File: src/rtl/uart_rx_fifo.sv
// 8N1 UART receiver feeding a first-word-fall-through byte FIFO.
// Flags framing errors and bytes dropped on a full FIFO with one-cycle pulses.
module uart_rx_fifo #(
   parameter int CLK_HZ     = 50000000,
   parameter int BAUD       = 115200,
   parameter int FIFO_DEPTH = 16
) (
   input  logic                               clk,
   input  logic                               reset,
   input  logic                               rxd,
   output logic [7:0]                         rx_data,
   output logic                               rx_valid,
   input  logic                               rx_ready,
   output logic [$clog2(FIFO_DEPTH+1)-1:0]    fifo_count,
   output logic                               frame_err,
   output logic                               overrun
);
   localparam int CLKS_PER_BIT = CLK_HZ / BAUD;
   localparam int HALF_BIT     = CLKS_PER_BIT / 2;
   localparam int CW           = $clog2(CLKS_PER_BIT);
   localparam int AW           = $clog2(FIFO_DEPTH);
   localparam int NW           = $clog2(FIFO_DEPTH + 1);

   localparam logic [CW-1:0] HALF_LAST  = CW'(HALF_BIT - 1);
   localparam logic [CW-1:0] BIT_LAST   = CW'(CLKS_PER_BIT - 1);
   localparam logic [NW-1:0] FULL_COUNT = NW'(FIFO_DEPTH);

   typedef enum logic [2:0] {IDLE, START, DATA, STOP, BREAK} state_t;

   state_t          state;
   logic [CW-1:0]   cnt;
   logic [2:0]      bit_idx;
   logic [7:0]      shreg;
   logic            rxd_m;
   logic            rxd_s;

   logic [7:0]      mem [FIFO_DEPTH];
   logic [AW-1:0]   wr_ptr;
   logic [AW-1:0]   rd_ptr;
   logic [NW-1:0]   count;

   logic            push;
   logic            pop;
   logic            full;
   logic            do_write;

   // The serial pin is asynchronous, so it passes through two flops that idle high.
   always_ff @(posedge clk) begin
      if (reset) begin
         rxd_m <= 1'b1;
         rxd_s <= 1'b1;
      end else begin
         rxd_m <= rxd;
         rxd_s <= rxd_m;
      end
   end

   // Receiver FSM; returning to IDLE mid-stop-bit allows gapless back-to-back frames.
   always_ff @(posedge clk) begin
      if (reset) begin
         state     <= IDLE;
         cnt       <= '0;
         bit_idx   <= '0;
         shreg     <= '0;
         frame_err <= 1'b0;
      end else begin
         frame_err <= 1'b0;
         case (state)
            IDLE: begin
               cnt <= '0;
               if (!rxd_s) state <= START;
            end
            START: begin
               if (cnt == HALF_LAST) begin
                  cnt <= '0;
                  if (!rxd_s) begin
                     state   <= DATA;
                     bit_idx <= '0;
                  end else begin
                     state <= IDLE;
                  end
               end else begin
                  cnt <= cnt + 1'b1;
               end
            end
            DATA: begin
               if (cnt == BIT_LAST) begin
                  cnt     <= '0;
                  shreg   <= {rxd_s, shreg[7:1]};
                  bit_idx <= bit_idx + 1'b1;
                  if (bit_idx == 3'd7) state <= STOP;
               end else begin
                  cnt <= cnt + 1'b1;
               end
            end
            STOP: begin
               if (cnt == BIT_LAST) begin
                  cnt <= '0;
                  if (rxd_s) begin
                     state <= IDLE;
                  end else begin
                     frame_err <= 1'b1;
                     state     <= BREAK;
                  end
               end else begin
                  cnt <= cnt + 1'b1;
               end
            end
            BREAK: begin
               cnt <= '0;
               if (rxd_s) state <= IDLE;
            end
            default: begin
               state <= IDLE;
               cnt   <= '0;
            end
         endcase
      end
   end

   assign push     = (state == STOP) && (cnt == BIT_LAST) && rxd_s;
   assign full     = (count == FULL_COUNT);
   assign pop      = rx_valid && rx_ready;
   // A simultaneous pop frees the slot, so a push into a full FIFO still succeeds.
   assign do_write = push && (!full || pop);

   always_ff @(posedge clk) begin
      if (do_write) mem[wr_ptr] <= shreg;
   end

   always_ff @(posedge clk) begin
      if (reset) begin
         wr_ptr  <= '0;
         rd_ptr  <= '0;
         count   <= '0;
         overrun <= 1'b0;
      end else begin
         overrun <= push && full && !pop;
         if (do_write) wr_ptr <= wr_ptr + 1'b1;
         if (pop)      rd_ptr <= rd_ptr + 1'b1;
         if (do_write && !pop)      count <= count + 1'b1;
         else if (!do_write && pop) count <= count - 1'b1;
      end
   end

   assign rx_data    = mem[rd_ptr];
   assign rx_valid   = (count != '0);
   assign fifo_count = count;

endmodule
File: config.mk
export PLATFORM = sky130hd
export DESIGN_NAME = uart_rx_fifo
export DESIGN_NICKNAME = d
export VERILOG_FILES = /design/src/rtl/uart_rx_fifo.sv
export SDC_FILE = /design/constraint.sdc
export NUM_CORES = 1
export LEC_CHECK = 0
export BUFFER_PORTS_ARGS = -buffer_cell sky130_fd_sc_hd__buf_2
export CAP_MARGIN = 20
export CORE_UTILIZATION = 60
export DETAILED_ROUTE_END_ITERATION = 10
export PLACE_DENSITY = 0.77
export SYNTH_ARGS = -nofsm -noshare
export SYNTH_HDL_FRONTEND = slang
export SYNTH_SLANG_ARGS = --single-unit
File: constraint.sdc
create_clock -name clk -period 3.6 [get_ports clk]
set_clock_uncertainty 0.2 [all_clocks]
set_input_delay 0.54 -clock clk [delete_from_list [all_inputs] [get_ports clk]]
set_output_delay 0.54 -clock clk [all_outputs]
set_load 0.02 [all_outputs]
==> flow_summary_export.csv, run 1 <==
group,metric,value,unit
power,power,3.81,mW
clocking,clk_latency,420,ps
global_route,antenna_found_initial,0,
logic_synthesis,synth_area_leader_cell,"edfxtp_1",
drt,wl_per_cell,20.7,µm
clocking,cts-hold-fix-buffers,0,
drt,viasPerCell,6.12,
power,ir_worst_vdd,326,µV
timing,fin_crit_sh,89.2,%
power,leakage,2.62,nW
cells_and_area,mostFrequentLayoutCells,"128 x edfxtp_1, 43 x dfxtp_1, 32 x mux4_2",
cells_and_area,antenna_cells,0,
logic_synthesis,synthFlopType,"edfxtp_1",
cells_and_area,syn_to_final_growth,10.9,%
drt,drt_pass1_iterations,4,
cells_and_area,final_common_cell,"edfxtp_1",
drt,wirelength,12900,µm
cells_and_area,nets,484,
logic_synthesis,syn_nets,463,
logic_synthesis,synthCells,444,
logic_synthesis,ys_seq_area_share,67.6,%
job,cap_violations,0,
drt,vias,3800,
cells_and_area,fillCellCount,768,
timing,drv_slew,0,
drt,drc,0,
setup_path,endpoint_kind,"flip-flop",
drt,ant_nets,0,
logic_synthesis,yosysWarnings,0,
logic_synthesis,async_reset_ff_share,0,%
drt,drt-initial-drc-count,215,
placed_design,post-place-cells,589,
run_status,status,"complete, no violations",
setup_path,worstPathMaxFanout,15,
timing,period_minus_slack,3210,ps
setup_path,ff2ff_setup_slack,390,ps
setup_path,crit_required,3710,ps
floorplanning,rows,39,
clocking,numCtsBuffers,17,
setup_path,critPathBufInv,1,
logic_synthesis,synth_top_area_share,55.0,%
clocking,cts_root_buf,"clkbuf_16",
logic_synthesis,ys_ff_latch,172,
floorplanning,io_pins,20,
setup_path,crit_path_max_incr_delay,620,ps
logic_synthesis,syn_avg_cell_area,15.7,µm²
min_path,hold_path.class,"in -> reg",
cells_and_area,final_util,68.1,%
clocking,h-tree-depth,4,
clocking,post_cts_buffers,0,
floorplanning,die_y,110,µm
global_route,grt-ovfl-total,0,
setup_path,crit_top_cell,"ha_1",
timing,hold_viol_final,0,
clocking,cts_tree,"built",
cells_and_area,drive_gt1_share,20.5,%
clocking,cts_buffer_depth,2,
setup_path,critical-path-top-delay-family,"simple AND/OR/NAND/NOR gates",
placed_design,io_buffers,19,
setup_path,cp-start-kind,"flip-flop",
timing,finalSetupViolations,0,
logic_synthesis,synth.distinct_cells,53,
logic_synthesis,synth_area,6990,µm²
power,p_per_area,492,nW/µm²
floorplanning,core,11400,µm²
floorplanning,initial_core_util,61.5,%
logic_synthesis,yosys-top-cells-area,"edfxtp_1 55%, dfxtp_1 13%, mux4_2 10%",
logic_synthesis,synth_edf_count,128,
setup_path,path_class,"reg -> reg",
global_route,grt_max_degree,40,
timing,fmax,311,MHz
clocking,cts_sinks,172,
setup_path,crit_slowest_cell,"or4_4",
timing,rsz0062_at_grt,"no",
timing,relSlewSlack,51.0,%
placed_design,routabilityCongestion,0.804,
floorplanning,die_area,12100,µm²
global_route,gr-usage-all-layers,23.5,%
timing,tightestPinTransition,733,ps
placed_design,hpwl,8260,µm
timing,setup_tns,0,ps
setup_path,path_cells,"or4_4, o211ai_4, nor2_4, ha_1, inv_1, ha_1, a21oi_1, a211oi_1, a31oi_1, mux2_2",
setup_path,cp.arrival,3320,ps
floorplanning,fp.dieW,110,µm
timing,whs,101,ps
cells_and_area,stdcell_count,621,
global_route,first_global_vias,3795,
clocking,clk_pin_slew_worst_paths,60,ps
clocking,post_cts_resized,0,
global_route,grt_pass1_wl,20100,µm
synthesized netlist by cell type, types with 8 or more instances:
master and number:
a21oi_1 15, nor2_1 29, o21ai_0 10, nor3_1 8, inv_1 10, nand2_1 22
edfxtp_1 128, dfxtp_1 44, ha_1 14, mux4_2 32, a22oi_1 16, and3_1 13
clkbuf_1 15
per-stage QoR:
stage               setup slack [ps]  area (µm²)
CTS                              402        7750
detailed placement               419        7200
global placement                 502        7200
finish                           389        7750
global route                     236        7750
floorplan                        407        6990
worst reg2reg max path: stages, from the launching register on:
cell and delay, ps:
dfxtp_1 380, or4_4 620, o211ai_4 290, nor2_4 120, ha_1 230, inv_1 170, ha_1 310, a21oi_1 190
a211oi_1 100, a31oi_1 160, mux2_2 340
area by class of cell:
| class | count | area [µm²] | area share, % |
|---|---|---|---|
| sequential | 172 | 4730 | 61.0 |
| multi-input combinational | 240 | 2120 | 27.4 |
| clock buffer | 18 | 429 | 5.54 |
| tap | 143 | 179 | 2.31 |
| timing repair buffer | 24 | 133 | 1.71 |
| clock inverter | 14 | 120 | 1.55 |
| inverter | 10 | 37.5 | 0.484 |
logic make-up (layout without fill, tap and decap cells):
family	Yosys count	in the layout	synth area share (%)
flip-flops	172	172	67.6
AND/OR/NAND/NOR	115	115	8.95
AO/OA/AOI/OAI	61	61	6.02
multiplexers	37	37	11.1
buffers and inverters	32	66	1.99
adder cells (fa/ha/maj)	15	15	2.79
XOR/XNOR	12	12	1.50
per-layer routing:
metal  track usage, %  vias to the layer above  part of all wire, %
met3             5.87                        9                  4.5
met5                0                        -                    0
met1             30.1                     1934                   42
met4             6.57                        0                 0.87
li1                 -                     1763                    -
met2             39.7                       94                   53
state kept, by name (all words and copies together) (netlist names), named ones only:
| name | flops |
|---|---|
| shreg | 8 |
| fifo_count | 5 |
| wr_ptr | 4 |
| cnt | 9 |
| rd_ptr | 4 |
| bit_idx | 3 |
| overrun | 1 |
| rxd_s | 1 |
| frame_err | 1 |
| state | 3 |
| mem | 128 |
| rxd_m | 1 |
power breakdown:
| group | internal, mW | leakage [nW] | switching (mW) | total (mW) |
|---|---|---|---|---|
| sequential | 2.10 | 1.54 | 0.00154 | 2.10 |
| clock | 0.948 | 0.250 | 0.741 | 1.69 |
| combinational | 0.00560 | 0.830 | 0.0119 | 0.0175 |
| total | 3.06 | 2.62 | 0.754 | 3.81 |
path summary, 6_finish.rpt:
path / startpoint / to / depth (start not counted)
worst min register to register: rxd_m / rxd_s / 1
worst max register to register: fifo_count[0] / fifo_count[4] / 10
worst max-delay path: fifo_count[0] / fifo_count[4] / 10
worst min-delay path: rxd / rxd_m / 2
(Power assumes the default switching activity.)
==> run 2: changes to the inputs <==
--- a/config.mk
+++ b/config.mk
@@ -7,9 +7,11 @@
 export LEC_CHECK = 0
 export BUFFER_PORTS_ARGS = -buffer_cell sky130_fd_sc_hd__buf_2
 export CAP_MARGIN = 20
-export CORE_UTILIZATION = 60
+export CELL_PAD_IN_SITES_DETAIL_PLACEMENT = 0
+export CELL_PAD_IN_SITES_GLOBAL_PLACEMENT = 2
+export CORE_UTILIZATION = 46
 export DETAILED_ROUTE_END_ITERATION = 10
-export PLACE_DENSITY = 0.77
+export PLACE_DENSITY_LB_ADDON = 0.1
 export SYNTH_ARGS = -nofsm -noshare
 export SYNTH_HDL_FRONTEND = slang
 export SYNTH_SLANG_ARGS = --single-unit
==> flow_summary_export.csv, run 2 (same netlist as run 1, synthesis figures left out) <==
group,metric,value,unit
floorplanning,fp.dieW,125,µm
global_route,grt_max_degree,40,
cells_and_area,mostFrequentLayoutCells,"128 x edfxtp_1, 43 x dfxtp_1, 32 x mux4_2",
run_status,violations,"DRC",
floorplanning,die_y,125,µm
cells_and_area,syn_to_final_growth,11.0,%
power,power.net_switching,0.709,mW
clocking,cts_sinks,172,
placed_design,place_ws,508,ps
clocking,cts-hold-fix-buffers,0,
setup_path,cp-start-kind,"flip-flop",
timing,period_minus_slack,3100,ps
cells_and_area,post-route-cell-area,7760,µm²
job,cap_violations,0,
run_status,status,"complete, but fails checks",
global_route,gr-usage-all-layers,18.2,%
clocking,cts_buffer_depth,2,
floorplanning,initial_core_util,47.5,%
cells_and_area,stdcell_count,662,
power,combPwrFrac,0.5,%
placed_design,io_buffers,19,
timing,setup_ws,501,ps
timing,finalSetupViolations,0,
timing,whs,99.6,ps
global_route,grt-ovfl-total,0,
drt,viasPerCell,5.57,
clocking,cts_root_buf,"clkbuf_16",
drt,ant_nets,0,
floorplanning,core,14700,µm²
timing,fmax,323,MHz
drt,wl_per_cell,19.6,µm
clocking,post_cts_buffers,0,
clocking,clk_latency,420,ps
setup_path,endpoint_kind,"flip-flop",
clocking,h-tree-depth,4,
power,internal_power,2.97,mW
global_route,grt_pass1_wl,21000,µm
cells_and_area,final_util,52.8,%
drt,drt-initial-drc-count,209,
power,power,3.68,mW
cells_and_area,regMostFlops,"mem",
drt,drt_pass1_iterations,7,
drt,vias,3686,
clocking,numCtsBuffers,17,
placed_design,post-place-cells,630,
min_path,min_from,"rxd",
power,clkPwrFrac,42.3,%
timing,setup_tns,0,ps
setup_path,crit_required,3710,ps
setup_path,worstReg2RegStart,"fifo_count[0]",
clocking,clk_pin_slew_worst_paths,60,ps
floorplanning,io_pins,20,
floorplanning,rows,44,
placed_design,placed_area,7260,µm²
cells_and_area,final_common_cell,"edfxtp_1",
global_route,antenna_found_initial,0,
timing,relSlewSlack,49.2,%
drt,wirelength,13000,µm
timing,tightestPinTransition,761,ps
setup_path,critPathLaunch,"fifo_count[0]",
cells_and_area,drive_gt1_share,19.7,%
power,p_per_area,474,nW/µm²
floorplanning,die_area,15700,µm²
setup_path,path_class,"reg -> reg",
timing,drv_slew,0,
cells_and_area,nets,484,
placed_design,routabilityCongestion,0.721,
timing,hold_viol_final,0,
setup_path,worstPathMaxFanout,6,
timing,rsz0062_at_grt,"no",
clocking,cts_tree,"built",
power,seq_power_share,57.2,%
min_path,hold_path.class,"in -> reg",
power,sw_frac_of_total,19.3,%
cells_and_area,reg.largest.list,"mem (128), cnt (9), shreg (8)",
cells_and_area,antenna_cells,0,
power,ir_worst_vdd,306,µV
setup_path,cp.arrival,3210,ps
drt,drc,2,
placed_design,hpwl,8270,µm
timing,fin_crit_sh,86.1,%
cells_and_area,largest_reg_flops,128,
global_route,first_global_vias,3808,
clocking,post_cts_resized,0,
power,leakage,2.62,nW
-- run 2: critical path: stages (launching register included) --
cell      delay [ps]
dfxtp_1          370
or4_4            620
o211ai_4         290
nor2_4            50
ha_1             210
inv_1            150
ha_1             290
a21oi_1          190
a211oi_1         100
a31oi_1          170
mux2_2           340
-- run 2: layer usage --
| layer | track usage (%) | wire length [µm] | share of wire [%] |
|---|---|---|---|
| met1 | 23.9 | 6020 | 46 |
| met2 | 29.8 | 6340 | 49 |
| met3 | 3.89 | 395 | 3.0 |
| met4 | 7.17 | 203 | 1.6 |
| met5 | 0 | 0 | 0 |
-- run 2: final cells by class --
class                           count  area [µm²]
Inverter                           10        37.5
Multi-Input combinational cell    240        2120
Sequential cell                   172        4730
Timing Repair Buffer               24         145
Tap cell                          184         230
Fill cell                        1225        6940
Clock inverter                     11        53.8
Clock buffer                       21         440
-- run 2: power by group through the flow --
stage               sequential (mW)  combinational (mW)  clock [mW]
finish                         2.10              0.0177        1.56
global route                   2.10              0.0202        1.67
CTS                            2.10              0.0181        1.59
detailed placement             2.15              0.0181           0
global placement               2.15              0.0180           0
floorplan                      2.15              0.0130           0
-- run 2: worst paths after layout --
check / endpoint / slack, ps / cells past startpoint
worst max-delay path: fifo_count[4] / 500 / 10
worst min-delay path: rxd_m / 100 / 2
worst max register to register: fifo_count[4] / 500 / 10
worst min register to register: rxd_s / 210 / 1
==> run 3: changes to the inputs <==
==> constraint.sdc (replaced) <==
create_clock -name clk -period 3.6 [get_ports clk]
set_clock_uncertainty 0.2 [all_clocks]
set_input_delay 0.36 -clock clk [delete_from_list [all_inputs] [get_ports clk]]
set_output_delay 0.36 -clock clk [all_outputs]
set_load 0.02 [all_outputs]
==> flow_summary_export.csv, run 3 (same netlist as run 1, synthesis figures left out) <==
group,metric,value,unit
timing,finalSetupViolations,0,
setup_path,worstRegToRegCells,10,
placed_design,placed_area,7260,µm²
placed_design,io_buffers,19,
setup_path,ff2ff_setup_slack,510,ps
timing,fin_crit_sh,85.8,%
power,power.net_switching,0.712,mW
clocking,post_cts_buffers,0,
clocking,cts_buffer_depth,2,
cells_and_area,nets,487,
placed_design,hpwl,8640,µm
floorplanning,initial_core_util,47.5,%
setup_path,critPathLaunch,"fifo_count[0]",
clocking,cts_root_buf,"clkbuf_16",
timing,relSlewSlack,52.5,%
setup_path,path_cells,"or4_4, o211ai_4, nor2_4, ha_1, inv_1, ha_1, a21oi_1, a211oi_1, a31oi_1, mux2_2",
drt,ant_nets,0,
timing,fmax,324,MHz
setup_path,worstPathMaxFanout,6,
floorplanning,rows,44,
drt,vias,3730,
drt,drt_pass1_iterations,6,
clocking,clk_latency,420,ps
job,cap_violations,0,
power,clkPwrFrac,46.4,%
setup_path,crit_path_max_incr_delay,610,ps
drt,drc,0,
setup_path,cp-start-kind,"flip-flop",
power,p_per_area,504,nW/µm²
cells_and_area,mostFrequentLayoutCells,"128 x edfxtp_1, 43 x dfxtp_1, 32 x mux4_2",
timing,period_minus_slack,3090,ps
cells_and_area,fillCellCount,1211,
global_route,grt_pass1_wl,21800,µm
setup_path,critical-path-top-delay-family,"compound AO/OA/AOI/OAI gates",
cells_and_area,regMostFlops,"mem",
clocking,numCtsBuffers,17,
global_route,antenna_found_initial,0,
floorplanning,die_area,15700,µm²
setup_path,endpoint_kind,"flip-flop",
setup_path,endpoint,"fifo_count[4]",
power,seq_power_share,53.1,%
power,leakage,2.67,nW
global_route,gr-usage-all-layers,19.0,%
min_path,hold_path.class,"in -> reg",
global_route,first_global_vias,3916,
setup_path,crit_required,3720,ps
drt,viasPerCell,5.63,
placed_design,routabilityCongestion,0.734,
power,internal_power,3.25,mW
clocking,cts_tree,"built",
cells_and_area,antenna_cells,0,
cells_and_area,drive_gt1_share,20.3,%
cells_and_area,syn_to_final_growth,12.5,%
power,sw_frac_of_total,18.0,%
timing,setup_tns,0,ps
cells_and_area,final_common_cell,"edfxtp_1",
clocking,clk_pin_slew_worst_paths,60,ps
clocking,cts_sinks,172,
timing,tightestPinTransition,711,ps
clocking,post_cts_resized,0,
global_route,grt_max_degree,40,
timing,hold_viol_final,0,
setup_path,worstReg2RegStart,"fifo_count[0]",
floorplanning,die_y,125,µm
floorplanning,io_pins,20,
setup_path,path_class,"reg -> reg",
setup_path,crit_slowest_cell,"or4_4",
global_route,grt-ovfl-total,0,
timing,drv_slew,0,
setup_path,r2r_end,"fifo_count[4]",
drt,wl_per_cell,20.5,µm
power,ir_worst_vdd,301,µV
cells_and_area,post-route-cell-area,7860,µm²
setup_path,crit_top_cell,"ha_1",
clocking,h-tree-depth,4,
timing,rsz0062_at_grt,"no",
cells_and_area,reg.largest.list,"mem (128), cnt (9), shreg (8)",
setup_path,critPathBufInv,1,
run_status,status,"complete, no violations",
floorplanning,core,14700,µm²
floorplanning,fp.dieW,125,µm
setup_path,cp.depth,10,
drt,drt-initial-drc-count,282,
clocking,cts-hold-fix-buffers,1,
cells_and_area,largest_reg_flops,128,
setup_path,cp.arrival,3210,ps
drt,wirelength,13600,µm
power,combPwrFrac,0.5,%
## run 3: per-layer routing
| layer | track usage, % | wire length, µm |
|---|---|---|
| met5 | 0 | 0 |
| met4 | 6.10 | 90 |
| met3 | 5.05 | 397 |
| met2 | 31.9 | 6900 |
| met1 | 24.1 | 6180 |
## run 3: tightest hold or removal path: stages
cell     delay, ps
buf_2          120
o21ai_2         90
xor2_1          80
nor2_1          70
## run 3: worst min path at each step
| stage | startpoint | cells after the start | to |
|---|---|---|---|
| after floorplan | rxd_m | 1 | rxd_s |
| after global placement | rxd_m | 1 | rxd_s |
| after detailed placement | rxd_m | 1 | rxd_s |
| after CTS | rx_ready | 4 | rd_ptr[0] |
| after global routing | rx_ready | 4 | rd_ptr[0] |
| final | rx_ready | 4 | rd_ptr[0] |
## run 3: layout make-up
class	count	area [µm²]	area share (%)
Sequential cell	172	4730	60.1
Multi-Input combinational cell	240	2120	27.0
Clock buffer	20	437	5.56
Tap cell	184	230	2.93
Timing Repair Buffer	27	158	2.01
Clock inverter	10	149	1.89
Inverter	10	37.5	0.478
## run 3: stage by stage
| stage | instances | setup slack, ps | hold slack, ps | power, mW | utilization (%) |
|---|---|---|---|---|---|
| finish | 663 | 510 | 144 | 3.96 | 53.5 |
| global route | 663 | 359 | 177 | 4.08 | 53.5 |
| CTS | 663 | 489 | 137 | 3.99 | 53.5 |
| floorplan | 444 | 407 | 189 | 2.16 | - |
| global placement | 632 | 531 | 194 | 2.16 | 49.4 |
| detailed placement | 632 | 498 | 212 | 2.16 | 49.4 |
## run 3: power groups by stage
stage                     logic [mW]  clock network (mW)  registers (mW)
final                         0.0189                1.84            2.10
after floorplan               0.0130                   0            2.15
after CTS                     0.0192                1.87            2.10
after detailed placement      0.0184                   0            2.15
after global placement        0.0178                   0            2.15
after global routing          0.0210                1.96            2.10
